**src/rtl/game_tick_ctrl_if.sv**
```systemverilog
// Control pulses into and tick/status out of the game tick controller.
// master drives the pulses (game FSM side), slave is the controller itself.
interface game_tick_ctrl_if #(
    parameter int CNT_W = 16
);
    logic             start;
    logic             pause;
    logic             step;
    logic             level_up;
    logic             game_over;
    logic             tick;
    logic [2:0]       level;
    logic [1:0]       state;
    logic [CNT_W-1:0] tick_count;

    modport master (
        output start, pause, step, level_up, game_over,
        input  tick, level, state, tick_count
    );

    modport slave (
        input  start, pause, step, level_up, game_over,
        output tick, level, state, tick_count
    );
endinterface

```
**src/rtl/game_tick_ctrl.sv**
```systemverilog
// Game phase FSM plus prescaled tick divider; every output registered, 1-cycle latency.
// No backpressure: inputs are single-cycle pulses and tick is a fire-and-forget enable.
module game_tick_ctrl #(
    parameter int BASE_DIV = 1000000,
    parameter int CNT_W    = 16
) (
    input  logic             CLOCK_50,
    input  logic             resetn,
    game_tick_ctrl_if.slave  gif
);
    localparam int PRE_W = $clog2(BASE_DIV);
    typedef logic [PRE_W-1:0] pre_t;
    localparam pre_t PRE_MAX = pre_t'(BASE_DIV - 1);

    typedef enum logic [1:0] {
        IDLE   = 2'd0,
        RUN    = 2'd1,
        PAUSED = 2'd2,
        OVER   = 2'd3
    } state_t;

    state_t           state_q, state_d;
    logic [2:0]       level_q, level_d;
    logic [2:0]       sub_q,   sub_d;
    pre_t             pre_q,   pre_d;
    logic [CNT_W-1:0] cnt_q,   cnt_d;
    logic             tick_q,  tick_d;

    logic in_game;
    logic restart;

    assign in_game = (state_q == RUN) || (state_q == PAUSED);
    assign restart = ((state_q == IDLE) || (state_q == OVER)) && gif.start;

    always_ff @(posedge CLOCK_50 or negedge resetn) begin
        if (!resetn) begin
            state_q <= IDLE;
            level_q <= 3'd0;
            sub_q   <= 3'd7;
            pre_q   <= PRE_MAX;
            cnt_q   <= '0;
            tick_q  <= 1'b0;
        end else begin
            state_q <= state_d;
            level_q <= level_d;
            sub_q   <= sub_d;
            pre_q   <= pre_d;
            cnt_q   <= cnt_d;
            tick_q  <= tick_d;
        end
    end

    always_comb begin
        state_d = state_q;
        unique case (state_q)
            IDLE, OVER: if (gif.start) state_d = RUN;
            RUN: begin
                if (gif.game_over)  state_d = OVER;
                else if (gif.pause) state_d = PAUSED;
            end
            PAUSED: begin
                if (gif.game_over)  state_d = OVER;
                else if (gif.pause) state_d = RUN;
            end
        endcase
    end

    // Counters keep running on the edge that pauses; they freeze from the next cycle.
    always_comb begin
        level_d = level_q;
        sub_d   = sub_q;
        pre_d   = pre_q;
        cnt_d   = cnt_q;
        tick_d  = 1'b0;
        if (restart) begin
            level_d = 3'd0;
            sub_d   = 3'd7;
            pre_d   = PRE_MAX;
            cnt_d   = '0;
        end else if (in_game && !gif.game_over) begin
            if (gif.level_up && !gif.start && (level_q != 3'd7)) begin
                level_d = level_q + 3'd1;
            end
            if (state_q == RUN) begin
                if (pre_q != '0) begin
                    pre_d = pre_q - pre_t'(1);
                end else begin
                    pre_d = PRE_MAX;
                    if (sub_q == 3'd0) begin
                        tick_d = 1'b1;
                        cnt_d  = cnt_q + CNT_W'(1);
                        sub_d  = 3'd7 - level_q;
                    end else begin
                        sub_d = sub_q - 3'd1;
                    end
                end
            end else if (gif.step && !gif.pause) begin
                tick_d = 1'b1;
                cnt_d  = cnt_q + CNT_W'(1);
            end
        end
    end

    assign gif.tick       = tick_q;
    assign gif.level      = level_q;
    assign gif.state      = state_q;
    assign gif.tick_count = cnt_q;
endmodule

```
**src/flat_wrapper.sv**
```systemverilog
// flat-port wrapper written by rule: the top's interface ports become plain ports
module game_tick_ctrl_flat 
#(
    parameter int BASE_DIV = 1000000,
    parameter int CNT_W    = 16
)
  (CLOCK_50, resetn, gif_start, gif_pause, gif_step, gif_level_up, gif_game_over, gif_tick, gif_level, gif_state, gif_tick_count);
  game_tick_ctrl_if #(.CNT_W(CNT_W)) gif_i ();
  input  logic CLOCK_50;
  input  logic resetn;
  input wire logic [$bits(gif_i.start)-1:0] gif_start;
  input wire logic [$bits(gif_i.pause)-1:0] gif_pause;
  input wire logic [$bits(gif_i.step)-1:0] gif_step;
  input wire logic [$bits(gif_i.level_up)-1:0] gif_level_up;
  input wire logic [$bits(gif_i.game_over)-1:0] gif_game_over;
  output wire logic [$bits(gif_i.tick)-1:0] gif_tick;
  output wire logic [$bits(gif_i.level)-1:0] gif_level;
  output wire logic [$bits(gif_i.state)-1:0] gif_state;
  output wire logic [$bits(gif_i.tick_count)-1:0] gif_tick_count;
  assign gif_i.start = gif_start;
  assign gif_i.pause = gif_pause;
  assign gif_i.step = gif_step;
  assign gif_i.level_up = gif_level_up;
  assign gif_i.game_over = gif_game_over;
  assign gif_tick = gif_i.tick;
  assign gif_level = gif_i.level;
  assign gif_state = gif_i.state;
  assign gif_tick_count = gif_i.tick_count;
  game_tick_ctrl #(.BASE_DIV(BASE_DIV), .CNT_W(CNT_W)) u_core (.CLOCK_50(CLOCK_50), .resetn(resetn), .gif(gif_i));
endmodule
```
**config.mk**
```make
export PLATFORM = sky130hd
export DESIGN_NAME = game_tick_ctrl_flat
export DESIGN_NICKNAME = d
export VERILOG_FILES = /design/src/rtl/game_tick_ctrl_if.sv /design/src/rtl/game_tick_ctrl.sv /design/src/flat_wrapper.sv
export SDC_FILE = /design/constraint.sdc
export NUM_CORES = 1
export LEC_CHECK = 0
export ABC_AREA = 1
export CORE_MARGIN = 2
export CORE_UTILIZATION = 45
export DETAILED_ROUTE_END_ITERATION = 6
export PLACE_DENSITY_LB_ADDON = 0.12
export REMOVE_ABC_BUFFERS = 1
export SKIP_CTS_REPAIR_TIMING = 1
export SLEW_MARGIN = 0
export SYNTH_ARGS = -nofsm -noshare
export SYNTH_HDL_FRONTEND = slang
export SYNTH_SLANG_ARGS = --single-unit
```
**constraint.sdc**
```tcl
create_clock -name CLOCK_50 -period 4.4 [get_ports CLOCK_50]
set_input_delay 0.44 -clock CLOCK_50 [delete_from_list [all_inputs] [get_ports CLOCK_50]]
set_output_delay 0.44 -clock CLOCK_50 [all_outputs]
set_load 0.1 [all_outputs]
```
=== After elaboration in Yosys (flattened, before gate mapping) ===
Cells that the tools add are included.

* Add/subtract/negate cells: 5
* Equal/unequal tests: 10
* Mux-type cells: 30
* Reductions and logical operators: 23

{| class="wikitable"
|+ Operators by type and width
! operator !! count
|-
| $mux 16 || 6
|-
| $mux 20 || 4
|-
| $mux 3 || 8
|-
| $reduce_bool 20->1 || 1
|-
| $sub 20x1->20 const B || 1
|-
| $add 16x1->16 const B || 1
|-
| $mux 2 || 5
|-
| $ne 3x3->1 const B || 3
|-
| $mux 1 || 6
|-
| $ne 3x2->1 const B || 2
|-
| $pmux 2 s3 || 1
|-
| $reduce_and 3->1 || 2
|-
| $reduce_bool 2->1 || 3
|-
| $logic_and 1x1->1 || 5
|-
| $eq 2x2->1 const B || 2
|-
| $reduce_and 2->1 || 2
|-
| $reduce_and 4->1 || 1
|-
| $add 3x1->3 const B || 1
|-
| $logic_not 1->1 || 3
|-
| $logic_not 3->1 || 1
|-
| $reduce_bool 3->1 || 1
|-
| $sub 3x1->3 const B || 1
|-
| $sub 3x3->3 const A || 1
|-
| $eq 2x1->1 const B || 1
|-
| 5 further kinds || 6
|}

* Flip-flop bits (word level): 45
* Input port bits: 7
* Output and inout bits: 22
* Logic and storage cells: 74

=== Longest topological paths before layout ===
* Depth in word-level cells: 6
* Gate-level depth with buffers: 11
* Mapped depth without buffers: 11

=== Least setup slack after synthesis ===
Ideal clock, no wire load.

* Path kind: register to register
* Start point: register u_core.state_q[0] (netlist: u_core.gif.state[0])
* End point: register u_core.pre_q[4]
* Library setup time: 80 ps
* Arrival time: 2259 ps
* Required time: 4320 ps
* Path slack: 2061 ps
* Cell stages (with the launch flop): 11
* Buffers on the path: 1
* Clock period less this slack: 2339 ps
* Path through: dfrtp_1 inv_1 ha_1 nor2_4 nand2_1 nand2_2 inv_2 buf_6 nor2_2 xnor2_1 nand2_1

* Longest elaborated chain between the ends: 5
* Elaborated cells between the ends (all ways): 12
* Classes of those cells: 3 x eq/ne; 1 x mux; 8 x reduce/logical

{| class="wikitable"
|+ Ends and longest elaborated chain
! what !! RTL line !! source
|-
| start: declaration || game_tick_ctrl.sv:22 || <nowiki>state_t state_q, state_d;</nowiki>
|-
| start signal: assignment || game_tick_ctrl.sv:44 || <nowiki>state_q <= state_d;</nowiki>
|-
| $eq 2x2->1, or another cell as far along || game_tick_ctrl.sv:33 || <nowiki>assign restart = ((state_q == IDLE) || (state_q == OVER)) && gif.start;</nowiki>
|-
| $logic_or 1x1->1, on equally long branches || game_tick_ctrl.sv:33, game_tick_ctrl.sv:32 ||
|-
| $logic_and 1x1->1, on equally long branches || game_tick_ctrl.sv:33, game_tick_ctrl.sv:80 ||
|-
| $reduce_bool 2->1 (no line) || -- ||
|-
| $reduce_and 2->1 (no line) || -- ||
|-
| end signal: assignment || game_tick_ctrl.sv:47 || <nowiki>pre_q <= pre_d;</nowiki>
|-
| end: declaration || game_tick_ctrl.sv:25 || <nowiki>pre_t pre_q, pre_d;</nowiki>
|}

Several ways; a longest one is shown, not always the timed one.
A chain may end at the register's enable or synchronous reset.

=== Final worst setup path ===
* Start point: register u_core.cnt_q[0] (netlist: u_core.gif.tick_count[0])
* End point: output port gif_tick_count[0]

{| class="wikitable"
|+ RTL lines
! what !! RTL line !! source
|-
| start: declaration || game_tick_ctrl.sv:26 || <nowiki>logic [CNT_W-1:0] cnt_q, cnt_d;</nowiki>
|-
| start signal: assignment || game_tick_ctrl.sv:48 || <nowiki>cnt_q <= cnt_d;</nowiki>
|-
| end: declaration || flat_wrapper.sv:19 || <nowiki>output wire logic [$bits(gif_i.tick_count)-1:0] gif_tick_count;</nowiki>
|}

No word-level cell between the ends.

==> impl_metrics.tcl <==
set metrics [dict create \
    cts_tree "built" \
    slew_violations 0 \
    path_class "flip-flop to output port" \
    leakagePower_nw 1.54 \
    finalCritPeriodShare_pct 55.6 \
    cp.arrival_ns 2.01 \
    path_cells "clkdlybuf4s50_1" \
    area_growth_pct 13.8 \
    status "finished clean" \
    wirelength_um 6840 \
    synth_seq_cells 45 \
    hold_violations 0 \
    cp_slowest_cell "clkdlybuf4s50_1" \
    nets 452 \
    drt_iter0_markers 96 \
    synth.area.top_cells "dfrtp_1 25%, nand2_1 14%, dfstp_2 13%" \
    relSlewSlack_pct 32.6 \
    grt_pass1_vias 2597 \
    overflow 0 \
    dr.pass1.iters 5 \
    numPortBuffers 28 \
    synthDistinctLibCells 38 \
    clock_latency_ns 0.30 \
    cts_made_buffers 5 \
    place_congestion 0.880 \
    synth_top_area_cell "dfrtp_1" \
    synthCells 411 \
    utilization_pct 53.5 \
    setup_violations 0 \
    rsz0062_at_grt "false" \
    drv_cap 0 \
    die_area_um2 7340 \
    route.detailed.drc 0 \
    cts-root-buf "clkbuf_8" \
    tightest_slew_ns 1.01 \
    n_antenna_cell 0 \
    die_y_um 85.7 \
    wire_per_inst_um 13.3 \
    critical-path-top-delay-family "buffers and inverters" \
    crit_path_max_fanout 9 \
    htreeDepth 2 \
    fmax_mhz 409 \
    ys.flop_type "dfrtp_1" \
    critPathMaxStageDelay_ns 1.20 \
    synth_area_um2 3000 \
    skew_ns 0.0100 \
    detailed_place_hpwl_um 4940 \
    crit_path_start_kind "flip-flop" \
    tns_ns 0 \
    vias_per_cell 5.30 \
    async_flop_share_pct 100 \
    yosysWarnings 0 \
    peakVddDrop_uv 532 \
    ys_seq_area_share_pct 38.2 \
    die_w_um 85.7 \
    p_per_area_nw_per_um2 755 \
    drive_above_1_share_pct 13.0 \
    num_rows 29 \
    clkSlewWorstSetupHoldPaths_ns 0.09 \
    coreArea_um2 6390 \
    track_usage_pct 20.5 \
    hp-class "input port to asynchronous set/reset pin" \
    antenna_found_initial 0 \
    critPathBufInv 1 \
    synth_edf_count 0 \
    initial_core_util_pct 47.0 \
    synth_top_area_share_pct 25.0 \
    fillers 636 \
    ant_nets 0 \
    clock_sinks 45 \
    required_ns 3.96 \
    via_count 2722 \
    syn_avg_cell_area_um2 7.30 \
    io_pins 29 \
    regArea_um2 1140 \
    min_period_ns 2.45 \
    cts_buffer_depth 2 \
    multi_input_area_um2 1620 \
    grt_pass1_wl_um 12100 \
    grt_max_degree 46 \
    cp-end-kind "output port" \
]
registers in the layout, summed over array words and instances (netlist names):
signal,cells
u_core.gif.level,3
u_core.gif.state,2
u_core.gif.tick_count,16
u_core.gif.tick,1
u_core.pre_q,20
u_core.sub_q,3
worst paths after layout:
check / from / end / slack [ns] / cells after the start
setup reg to reg: u_core.gif.state[0]$_DFFE_PN0P_ / u_core.sub_q[1]$_DFFE_PN1P_ / 2.20 / 9
max in group asynchronous: resetn / u_core.gif.tick_count[12]$_DFFE_PN0P_ / 3.47 / 1
hold / removal: resetn / u_core.pre_q[15]$_DFFE_PN0P_ / 0.30 / 1
min in group CLOCK_50: u_core.pre_q[18]$_DFFE_PN1P_ / u_core.pre_q[18]$_DFFE_PN1P_ / 0.49 / 2
hold reg to reg: u_core.pre_q[18]$_DFFE_PN1P_ / u_core.pre_q[18]$_DFFE_PN1P_ / 0.49 / 2
setup / recovery: u_core.gif.tick_count[0]$_DFFE_PN0P_ / gif_tick_count[0] / 1.95 / 1
cell usage after synthesis (all sizes together), types with 2 or more instances:
cell / n
nand2: 118
nor2: 72
ha: 9
nand3: 28
o21ai: 22
a21oi: 11
nand3b: 3
nand4: 24
xor2: 5
inv: 43
xnor2: 3
dfstp: 15
or2: 2
dfrtp: 30
buf: 10
nor3: 8
placed cells by master, fill, tap and decap left out, drive strengths merged, types with 2 or more instances in the layout:
cell | synthesis | routed
nand2 | 118 | 118
nor2 | 72 | 72
inv | 43 | 43
dfrtp | 30 | 30
nand3 | 28 | 28
clkdlybuf4s50 | 0 | 27
nand4 | 24 | 24
o21ai | 22 | 22
dfstp | 15 | 15
a21oi | 11 | 11
ha | 9 | 9
nor3 | 8 | 8
clkbuf | 0 | 7
xor2 | 5 | 5
xnor2 | 3 | 3
nand3b | 3 | 3
or2 | 2 | 2
final cells by class:
cell class	instances	area share, %
flip-flops and latches	45	33.5
well taps	77	2.82
repair buffers	28	8.06
clock buffers	7	2.53
clock inverters	1	0.879
inverters	44	4.87
multi-input cells	312	47.3
per-layer routing:
layer | GRT usage (%) | part of all wire, % | vias up
li1 | - | - | 1389
met1 | 27.4 | 47 | 1267
met2 | 34.3 | 49 | 55
met3 | 4.04 | 3.4 | 11
met4 | 4.91 | 1.4 | 0
met5 | 0 | 0 | -
report_power, final:
group          switching (mW)  leakage [nW]  internal [mW]
Sequential              0.192         0.565          0.608
Clock                   0.147        0.0585          0.185
Combinational            1.08         0.919          0.370
logic make-up (layout without fill, tap and decap cells):
group,Yosys count,in the layout,synth area share (%)
adder cells (fa/ha/maj),9,9,3.75
XOR/XNOR,8,8,2.34
flip-flops,45,45,38.2
buffers and inverters,54,80,8.01
AO/OA/AOI/OAI,37,37,6.55
AND/OR/NAND/NOR,258,258,41.2
worst register-to-register path, cell delays in order, from the launching register on:
cell and delay [ns]:
dfrtp_1 0.40, inv_1 0.06, ha_1 0.38, nor2_4 0.22
nand2_1 0.09, nand2_2 0.29, nand2_2 0.27, clkinv_2 0.23
o21ai_0 0.12, o21ai_1 0.09
through the flow:
step / power, mW / worst slack (ns) / hold slack, ns / area [µm²] / cells
2_1_floorplan: 1.90 / 1.91 / 0.144 / 2930 / 401
3_3_place_gp: 2.24 / 2.08 / 0.469 / 3300 / 506
3_5_place_dp: 2.25 / 2.11 / 0.477 / 3300 / 506
4_1_cts: 2.59 / 1.95 / 0.341 / 3410 / 514
5_1_grt: 2.78 / 1.88 / 0.381 / 3410 / 514
6_report: 2.58 / 1.95 / 0.300 / 3410 / 514
No activity file was read; power rests on OpenSTA's default activity.
